--- config.mk ---
export PLATFORM = sky130hd
export DESIGN_NAME = sdram_arbiter
export DESIGN_NICKNAME = d
export VERILOG_FILES = /design/src/rtl/sdram_pkg.sv /design/src/rtl/sdram_arbiter_rr_pick.sv /design/src/rtl/sdram_arbiter.sv
export SDC_FILE = /design/constraint.sdc
export NUM_CORES = 1
export LEC_CHECK = 0
export CORE_AREA = 8 8 157 159
export DETAILED_ROUTE_END_ITERATION = 10
export DIE_AREA = 0 0 165 167
export GPL_TIMING_DRIVEN = 0
export PLACE_DENSITY_LB_ADDON = 0.1
export SLEW_MARGIN = 10
export SYNTH_ARGS = -nofsm -noshare
export SYNTH_HDL_FRONTEND = slang
export SYNTH_SLANG_ARGS = --single-unit
--- constraint.sdc ---
create_clock -name i_clk -period 10.6 [get_ports i_clk]
set_input_delay 2.12 -clock i_clk [delete_from_list [all_inputs] [get_ports i_clk]]
set_output_delay 2.12 -clock i_clk [all_outputs]
set_load 0.02 [all_outputs]
--- src/rtl/sdram_pkg.sv ---
// -----------------------------------------------------------------------------
// sdram_pkg
// Shared definitions for the audio-core SDRAM arbitration logic.
//   ADDR_W / DATA_W : SDRAM word address and data widths
//   NUM_CLIENTS     : number of audio cores sharing the SDRAM channel
//   client_e        : client index map (play, record, mix, pitch, load)
//   arb_state_t     : arbiter FSM state encoding
// -----------------------------------------------------------------------------
package sdram_pkg;

  localparam int ADDR_W      = 23;
  localparam int DATA_W      = 32;
  localparam int NUM_CLIENTS = 5;

  typedef enum logic [2:0] {
    CLI_PLAY   = 3'd0,
    CLI_RECORD = 3'd1,
    CLI_MIX    = 3'd2,
    CLI_PITCH  = 3'd3,
    CLI_LOAD   = 3'd4
  } client_e;

  typedef enum logic [1:0] {
    ST_IDLE    = 2'd0,
    ST_GRANT   = 2'd1,
    ST_RELEASE = 2'd2
  } arb_state_t;

endpackage

--- src/rtl/sdram_arbiter_rr_pick.sv ---
// -----------------------------------------------------------------------------
// rr_pick
// Combinational round-robin selector. Scans req cyclically starting at
// last+1 and reports the first set index.
//   req        : request vector, one bit per client
//   last       : index of the most recently served client
//   winner     : one-hot winner (all zero when nothing is requested)
//   winner_idx : binary index of the winner
//   valid      : at least one request is set
// -----------------------------------------------------------------------------
module rr_pick #(
  parameter int N  = 5,
  parameter int IW = (N > 1) ? $clog2(N) : 1
) (
  input  logic [N-1:0]  req,
  input  logic [IW-1:0] last,
  output logic [N-1:0]  winner,
  output logic [IW-1:0] winner_idx,
  output logic          valid
);

  // One extra bit so last+offset (at most 2N-1) cannot overflow before wrap.
  logic [IW:0] cand;

  always_comb begin
    winner_idx = '0;
    valid      = 1'b0;
    cand       = '0;
    for (int i = 1; i <= N; i++) begin
      cand = {1'b0, last} + (IW+1)'(i);
      if (cand >= (IW+1)'(N)) begin
        cand = cand - (IW+1)'(N);
      end
      if (!valid && req[cand[IW-1:0]]) begin
        valid      = 1'b1;
        winner_idx = cand[IW-1:0];
      end
    end
  end

  generate
    for (genvar gi = 0; gi < N; gi++) begin : g_onehot
      assign winner[gi] = valid && (winner_idx == IW'(gi));
    end
  endgenerate

endmodule

--- src/rtl/sdram_arbiter.sv ---
// -----------------------------------------------------------------------------
// sdram_arbiter
// Round-robin owner of the single SDRAM word-access channel shared by the
// audio cores (0 play, 1 record, 2 mix, 3 pitch, 4 load). One client is
// granted at a time; the grant is held until the SDRAM reports completion,
// and the completion pulse / read data are routed back to that client only.
//   i_clk, i_rst         : clock, asynchronous active-high reset
//   i_req_read/write     : per-client strobes, held until finished
//   i_req_addr/writedata : packed per-client address / write data
//   o_client_finished    : one-cycle completion pulse to the granted client
//   o_client_readdata    : read data captured at completion (broadcast)
//   o_grant, o_busy      : one-hot current owner, transaction in progress
//   o_sdram_*            : latched request towards the SDRAM bus adapter
//   i_sdram_readdata     : read data from the bus adapter
//   i_sdram_finished     : one-cycle completion pulse from the bus adapter
// -----------------------------------------------------------------------------
module sdram_arbiter
  import sdram_pkg::*;
#(
  parameter int NUM_CLIENTS = sdram_pkg::NUM_CLIENTS,
  parameter int ADDR_W      = sdram_pkg::ADDR_W,
  parameter int DATA_W      = sdram_pkg::DATA_W
) (
  input  logic                          i_clk,
  input  logic                          i_rst,
  input  logic [NUM_CLIENTS-1:0]        i_req_read,
  input  logic [NUM_CLIENTS-1:0]        i_req_write,
  input  logic [NUM_CLIENTS*ADDR_W-1:0] i_req_addr,
  input  logic [NUM_CLIENTS*DATA_W-1:0] i_req_writedata,
  output logic [NUM_CLIENTS-1:0]        o_client_finished,
  output logic [DATA_W-1:0]             o_client_readdata,
  output logic [NUM_CLIENTS-1:0]        o_grant,
  output logic                          o_busy,
  output logic                          o_sdram_read,
  output logic                          o_sdram_write,
  output logic [ADDR_W-1:0]             o_sdram_addr,
  output logic [DATA_W-1:0]             o_sdram_writedata,
  input  logic [DATA_W-1:0]             i_sdram_readdata,
  input  logic                          i_sdram_finished
);

  localparam int IW = (NUM_CLIENTS > 1) ? $clog2(NUM_CLIENTS) : 1;

  arb_state_t state_reg, state_next;

  logic [IW-1:0]          last_reg, last_next;
  logic [NUM_CLIENTS-1:0] grant_reg, grant_next;
  logic [NUM_CLIENTS-1:0] fin_reg, fin_next;
  logic                   read_reg, read_next;
  logic                   write_reg, write_next;
  logic [ADDR_W-1:0]      addr_reg, addr_next;
  logic [DATA_W-1:0]      wdata_reg, wdata_next;
  logic [DATA_W-1:0]      rdata_reg, rdata_next;

  logic [NUM_CLIENTS-1:0] req;
  logic [NUM_CLIENTS-1:0] pick_onehot;
  logic [IW-1:0]          pick_idx;
  logic                   pick_valid;

  logic [ADDR_W-1:0]      addr_arr  [NUM_CLIENTS];
  logic [DATA_W-1:0]      wdata_arr [NUM_CLIENTS];

  generate
    for (genvar gi = 0; gi < NUM_CLIENTS; gi++) begin : g_unpack
      assign addr_arr[gi]  = i_req_addr[gi*ADDR_W +: ADDR_W];
      assign wdata_arr[gi] = i_req_writedata[gi*DATA_W +: DATA_W];
    end
  endgenerate

  assign req = i_req_read | i_req_write;

  rr_pick #(
    .N  (NUM_CLIENTS),
    .IW (IW)
  ) u_rr_pick (
    .req        (req),
    .last       (last_reg),
    .winner     (pick_onehot),
    .winner_idx (pick_idx),
    .valid      (pick_valid)
  );

  // State register
  always_ff @(posedge i_clk or posedge i_rst) begin
    if (i_rst) begin
      state_reg <= ST_IDLE;
    end else begin
      state_reg <= state_next;
    end
  end

  // Next-state logic
  always_comb begin
    state_next = state_reg;
    unique case (state_reg)
      ST_IDLE:    if (pick_valid)       state_next = ST_GRANT;
      ST_GRANT:   if (i_sdram_finished) state_next = ST_RELEASE;
      ST_RELEASE: state_next = ST_IDLE;
      default:    state_next = ST_IDLE;
    endcase
  end

  // Output / datapath next values; everything visible outside is registered.
  always_comb begin
    last_next  = last_reg;
    grant_next = grant_reg;
    read_next  = read_reg;
    write_next = write_reg;
    addr_next  = addr_reg;
    wdata_next = wdata_reg;
    rdata_next = rdata_reg;
    fin_next   = '0;
    unique case (state_reg)
      ST_IDLE: begin
        if (pick_valid) begin
          last_next  = pick_idx;
          grant_next = pick_onehot;
          addr_next  = addr_arr[pick_idx];
          wdata_next = wdata_arr[pick_idx];
          // Write takes precedence when a client raises both strobes.
          write_next = |(i_req_write & pick_onehot);
          read_next  = |(i_req_read & ~i_req_write & pick_onehot);
        end else begin
          grant_next = '0;
          read_next  = 1'b0;
          write_next = 1'b0;
        end
      end
      ST_GRANT: begin
        if (i_sdram_finished) begin
          read_next  = 1'b0;
          write_next = 1'b0;
          rdata_next = i_sdram_readdata;
          fin_next   = grant_reg;
        end
      end
      ST_RELEASE: begin
        // One idle edge lets the client drop or renew before re-arbitration.
        grant_next = '0;
      end
      default: begin
        grant_next = '0;
        read_next  = 1'b0;
        write_next = 1'b0;
      end
    endcase
  end

  always_ff @(posedge i_clk or posedge i_rst) begin
    if (i_rst) begin
      last_reg  <= IW'(NUM_CLIENTS - 1);
      grant_reg <= '0;
      fin_reg   <= '0;
      read_reg  <= 1'b0;
      write_reg <= 1'b0;
      addr_reg  <= '0;
      wdata_reg <= '0;
      rdata_reg <= '0;
    end else begin
      last_reg  <= last_next;
      grant_reg <= grant_next;
      fin_reg   <= fin_next;
      read_reg  <= read_next;
      write_reg <= write_next;
      addr_reg  <= addr_next;
      wdata_reg <= wdata_next;
      rdata_reg <= rdata_next;
    end
  end

  assign o_grant           = grant_reg;
  assign o_client_finished = fin_reg;
  assign o_sdram_read      = read_reg;
  assign o_sdram_write     = write_reg;
  assign o_sdram_addr      = addr_reg;
  assign o_sdram_writedata = wdata_reg;
  assign o_client_readdata = rdata_reg;
  assign o_busy            = (state_reg != ST_IDLE);

endmodule

* Yosys cells after proc, flatten, opt, wreduce, memory -nomap -nowiden
Index checks and enable logic that the tools add are counted.
** Operators by class
- Add/subtract/negate cells :: 10
- $mul :: 0
- Divide/modulo/power cells :: 0
- Magnitude comparators :: 11
- Eq/ne operators :: 8
- Shift-type cells :: 0
- Muxes and demuxes :: 43
- Bitwise operators :: 7
- Reduce and logical (&&, ||, !) cells :: 22
** Operators with widths (number)
- $bmux 32 s3 :: 1
- $bmux 23 s3 :: 1
- $mux 32 :: 2
- $mux 23 :: 2
- $mux 3 :: 10
- $ge 4x3->1 const B :: 5
- $lt 3x4->1 const B :: 5
- $and 5x5->5 :: 3
- $bmux 1 s3 :: 5
- $mux 5 :: 3
- $sub 3x3->3 const B :: 5
- $mux 1 :: 13
- $pmux 5 s2 :: 1
- $reduce_or 5->1 :: 2
- $logic_and 1x1->1 :: 9
- $add 3x2->4 const B :: 2
- $add 3x3->4 const B :: 2
- $reduce_and 2->1 :: 4
- $eq 3x2->1 const B :: 2
- $pmux 1 s3 :: 2
- $not 5->5 :: 1
- $or 5x5->5 :: 1
- $add 3x1->4 const B :: 1
- $ge 4x4->1 const B :: 1
- other kinds (14) :: 18
** Storage, ports and cells
- Bits in registers :: 104
- Latch bits :: 0
- Memory bits (writable) :: 0
- ROM bits :: 0
- Bits of input ports :: 320
- Output and inout port bits :: 100
- Logic and storage cells :: 110
- Memories kept :: 0

* Logic depth before layout (Yosys ltp)
- Depth after elaboration :: 24
- Mapped depth :: 20
- Gate-level depth less buffers :: 13

* Modules after synthesis
From an unflattened synthesis, not the netlist that was laid out.
** Second synthesis, totals
- Cells, all modules :: 533
- Area, all modules :: 6802.8 um2
** By module, submodules not included
- sdram_arbiter :: instances 1, cells each 385, area an instance 5614.1 um2, sequential area each 2603.7 um2
- rr_pick :: instances 1, cells each 148, area an instance 1188.6 um2, sequential area each 0.0 um2

* Worst setup path before layout
Ideal clock, no wire load.
- Path type :: input -> register
- Start :: input i_req_read[3]
- End :: register wdata_reg[13], in the netlist o_sdram_writedata[13]
- Library setup time :: 0.132 ns
- Arrival time :: 4.665 ns
- Required time :: 10.468 ns
- Slack :: 5.803 ns
- Cell stages on the path :: 10
- Buffers on the path :: 0
- Cells stage by stage :: nor2_1 > mux2_2 > a311oi_4 > a311oi_2 > nor3b_4 > nor3_1 > o31ai_4 > mux2_2 > a221oi_1 > o21ai_1
** Between the ends
- Word-level cells in the longest chain between the ends :: 20
- Elaborated cells between the ends (all ways) :: 34
- Classes of those cells :: mux (23); bitwise (2); reduce/logical (9)
** RTL lines
- start, declared :: line sdram_arbiter.sv:26 : input logic [NUM_CLIENTS-1:0] i_req_read,
- $or 5x5->5 * :: line sdram_arbiter.sv:70 : assign req = i_req_read | i_req_write;
- $bmux 1 s3 :: line sdram_arbiter_rr_pick.sv:34 : if (!valid && req[cand[IW-1:0]]) begin
- $mux 1 (not written as such) :: line sdram_arbiter_rr_pick.sv:34
- $mux 1 :: line sdram_arbiter_rr_pick.sv:34
- $logic_not 1->1 :: line sdram_arbiter_rr_pick.sv:34
- $logic_and 1x1->1 :: line sdram_arbiter_rr_pick.sv:34
- $mux 1 :: line sdram_arbiter_rr_pick.sv:34
- $logic_not 1->1 :: line sdram_arbiter_rr_pick.sv:34
- [3 not listed]
- $logic_and 1x1->1 :: line sdram_arbiter_rr_pick.sv:34
- $mux 1 :: line sdram_arbiter_rr_pick.sv:34
- $logic_not 1->1 :: line sdram_arbiter_rr_pick.sv:34
- $logic_and 1x1->1 :: line sdram_arbiter_rr_pick.sv:34
- $mux 3 :: line sdram_arbiter_rr_pick.sv:34
- $not 3->4 (not written as such) :: line sdram_arbiter.sv:119 : wdata_next = wdata_arr[pick_idx];
- $bmux 32 s3 :: line sdram_arbiter.sv:119
- $mux 32 (not written as such) (2 in a row) :: line sdram_arbiter.sv:119
- end signal, assigned :: line sdram_arbiter.sv:166 : wdata_reg <= wdata_next;
- end, declared :: line sdram_arbiter.sv:52 : logic [DATA_W-1:0] wdata_reg, wdata_next;
Mark *: on every way between the ends. The rest lies on a longest branch, timed or not. The select of a mux whose other input is x is not followed.
A chain may end at the register's enable or synchronous reset.

* Worst setup path after layout
- Start :: input i_req_write[2]
- End :: register wdata_reg[0], in the netlist o_sdram_writedata[0]
** Between the ends
- Word-level cells in the longest chain between the ends :: 20
- Elaborated cells between the ends (all ways) :: 34
- Classes of those cells :: mux (23); bitwise (2); reduce/logical (9)
** RTL lines
- start, declared :: line sdram_arbiter.sv:27 : input logic [NUM_CLIENTS-1:0] i_req_write,
- $or 5x5->5 * :: line sdram_arbiter.sv:70
- $bmux 1 s3 :: line sdram_arbiter_rr_pick.sv:34
- $mux 1 (not written as such) :: line sdram_arbiter_rr_pick.sv:34
- $mux 1 :: line sdram_arbiter_rr_pick.sv:34
- $logic_not 1->1 :: line sdram_arbiter_rr_pick.sv:34
- $logic_and 1x1->1 :: line sdram_arbiter_rr_pick.sv:34
- $mux 1 :: line sdram_arbiter_rr_pick.sv:34
- $logic_not 1->1 :: line sdram_arbiter_rr_pick.sv:34
- [3 not listed]
- $logic_and 1x1->1 :: line sdram_arbiter_rr_pick.sv:34
- $mux 1 :: line sdram_arbiter_rr_pick.sv:34
- $logic_not 1->1 :: line sdram_arbiter_rr_pick.sv:34
- $logic_and 1x1->1 :: line sdram_arbiter_rr_pick.sv:34
- $mux 3 :: line sdram_arbiter_rr_pick.sv:34
- $not 3->4 (not written as such) :: line sdram_arbiter.sv:119
- $bmux 32 s3 :: line sdram_arbiter.sv:119
- $mux 32 (not written as such) (2 in a row) :: line sdram_arbiter.sv:119
Marked as above.

==> reports/qor.yml <==
synth_seq_cells: 104
end_kind: "register"
worst_slew_pin_slew_ns: 0.7984
synth.top_cell.area_share_pct: 35.85
met2_length_um: 18140
cts-hold-fix-buffers: 0
synthTopCellsByCount: "dfrtp_1, a211oi_1, o21ai_0, mux2i_1, or3_1"
die_width_um: 165
tritoncts: "yes"
setup_viol: 0
grt_use_total_pct: 25.51
vias: 7714
drt_iter0_markers: 468
wl_met1_um: 13800
synth-edff-count: 0
synth_area_sq_um: 7189
critPathArrivalTime_ns: 6.27
wl_per_cell_um: 24.48
ant_nets: 0
max_freq_mhz: 165.4
path_clk_slew_ns: 0.09
globalRouteOverflowTotal: 0
post-route-period-util_pct: 57.03
post_cts_resize_count: 0
cp-start-kind: "input port"
fp-row-count: 55
syn_area_per_cell_sq_um: 9.755
top_layer_used: "met5"
min_path_type: "register to register"
synth.most_common_cell: "dfrtp_1"
synth.largest_area_cell: "dfrtp_1"
rsz0062_at_grt: "false"
relSlewSlack_pct: 46.77
cp.required_ns: 10.82
post_cts_buffers: 0
area_growth_pct: 68.50
period_minus_slack_ns: 6.045
numCtsBuffers: 9
first_pass_iters: 5
synth_area_leaders: "dfrtp_1, a211oi_1, mux2i_1"
htree_levels: 3
ys_async_sr_fraction_pct: 100.0
hpwl_um: 28850
core_sq_um: 22230
cts_root_buf: "clkbuf_16"
run_status: "complete, no violations"
worst-setup-path-type: "input port to register"
clock-sinks: 104
grt_pass1_wl_um: 52730
worstSkewPairLatency_ns: 0.37
skew_ns: 0.02009
yosysUniqueCellTypes: 73
synth_top_flop_cell: "dfrtp_1"
dr_wl_met3_um: 3085
drc: 0
dieArea_sq_um: 27560
cp_max_fo: 10
antenna_found_initial: 9
drive_gt1_share_pct: 10.23
yosysWarnings: 0
finalSetupTns_ns: 0
viasPerCell: 5.262
synth_nets: 1068
ioPinCount: 420
fin_nets: 1499
hold_viol_final: 0
finalWeightedCongestion: 0.9010
die_h_um: 167
grt_pass1_vias: 8238
slew_violations: 0
drv_cap: 0
routed_wl_um: 35880
place.port_buffers: 419
seq_area_frac_synth_pct: 36.22
clock_path_buffers: 2
initial_core_util_pct: 32.34
netlist_instances: 737
grt_max_degree: 59
==> path summary, 6_finish.rpt <==
kind                                 from  depth (start not counted)  slack (ns)               endpoint
min in group asynchronous           i_rst                          2        2.14  o_client_readdata[24]
max reg2reg                   last_reg[0]                         16        5.09   o_sdram_writedata[0]
min reg2reg                  state_reg[1]                          1        0.50             o_grant[4]
min                          state_reg[1]                          1        0.50             o_grant[4]
max in group asynchronous           i_rst                          3        7.76        o_sdram_addr[4]
max                        i_req_write[2]                         12        4.55   o_sdram_writedata[0]
==> cells in the final DEF (no fill, tap or decap), types with 6 or more instances in the layout <==
master             n
clkdlybuf4s50_1  419
dfrtp_1          103
a211oi_1          89
o21ai_0           68
mux2i_1           58
or3_1             51
and2_1            45
mux2_2            38
clkbuf_1          29
buf_2             20
nor2_1            20
nand2_1           17
a211oi_2          16
inv_1             15
and3_1            11
a21oi_1           10
nand2b_1          10
nor3_1            10
and2_0            10
ha_1              10
nor2b_1            9
clkbuf_16          9
diode_2            8
nand3_1            6
nand4_1            6
==> worst max-delay path, cell delays in order <==
cell and delay [ns]:
clkdlybuf4s50_1 0.49, nor2_1 0.53, mux2_2 0.32, a311oi_4 0.07, a311oi_2 0.42, nor3b_4 0.43
nor3_1 0.17, o31ai_4 0.72, buf_6 0.28, buf_8 0.18, mux2i_1 0.36, a211oi_1 0.15
==> per-stage QoR <==
step / utilization, % / hold slack [ns] / instances / instance area [sq um] / setup slack (ns)
6_report: 54.50 / 0.5039 / 1466 / 12110 / 4.555
3_5_place_dp: 52.96 / 0.4880 / 1442 / 11770 / 4.204
5_1_grt: 54.50 / 0.5251 / 1466 / 12110 / 4.360
3_3_place_gp: 52.82 / 0.4787 / 1441 / 11740 / 3.719
2_1_floorplan: - / 0.4591 / 737 / 7189 / 5.749
4_1_cts: 54.41 / 0.5008 / 1458 / 12090 / 4.597
==> cell type report <==
class | instances | area (sq um)
tap | 285 | 356.6
fill | 2055 | 10110
antenna | 8 | 20.02
buffer | 60 | 330.3
inverter | 16 | 65.06
clock buffer | 9 | 225.2
clock inverter | 7 | 96.34
sequential | 104 | 2604
multi-input combinational | 557 | 4195
timing repair buffer | 420 | 4222
==> kinds of logic (layout without fill, tap and decap cells) <==
kind of cell | after synthesis | count (layout) | synth area share (%)
buf+inv | 76 | 512 | 5.430
fa+ha+maj | 11 | 11 | 2.019
other cells | 0 | 8 | 0
flops | 104 | 104 | 36.22
simple gates | 215 | 215 | 17.86
compound gates | 230 | 230 | 23.65
mux | 97 | 97 | 14.34
xor+xnor | 4 | 4 | 0.4872
==> metal layers <==
layer,GRT usage [%],up-vias
met5,0,-
met4,9.483,2
met3,8.432,43
met2,42.68,298
met1,29.57,3728
li1,-,3643
Power is left out: the tool's default activity adds up to more than one toggle a clock period on the data nets, which glitch-free logic cannot reach.
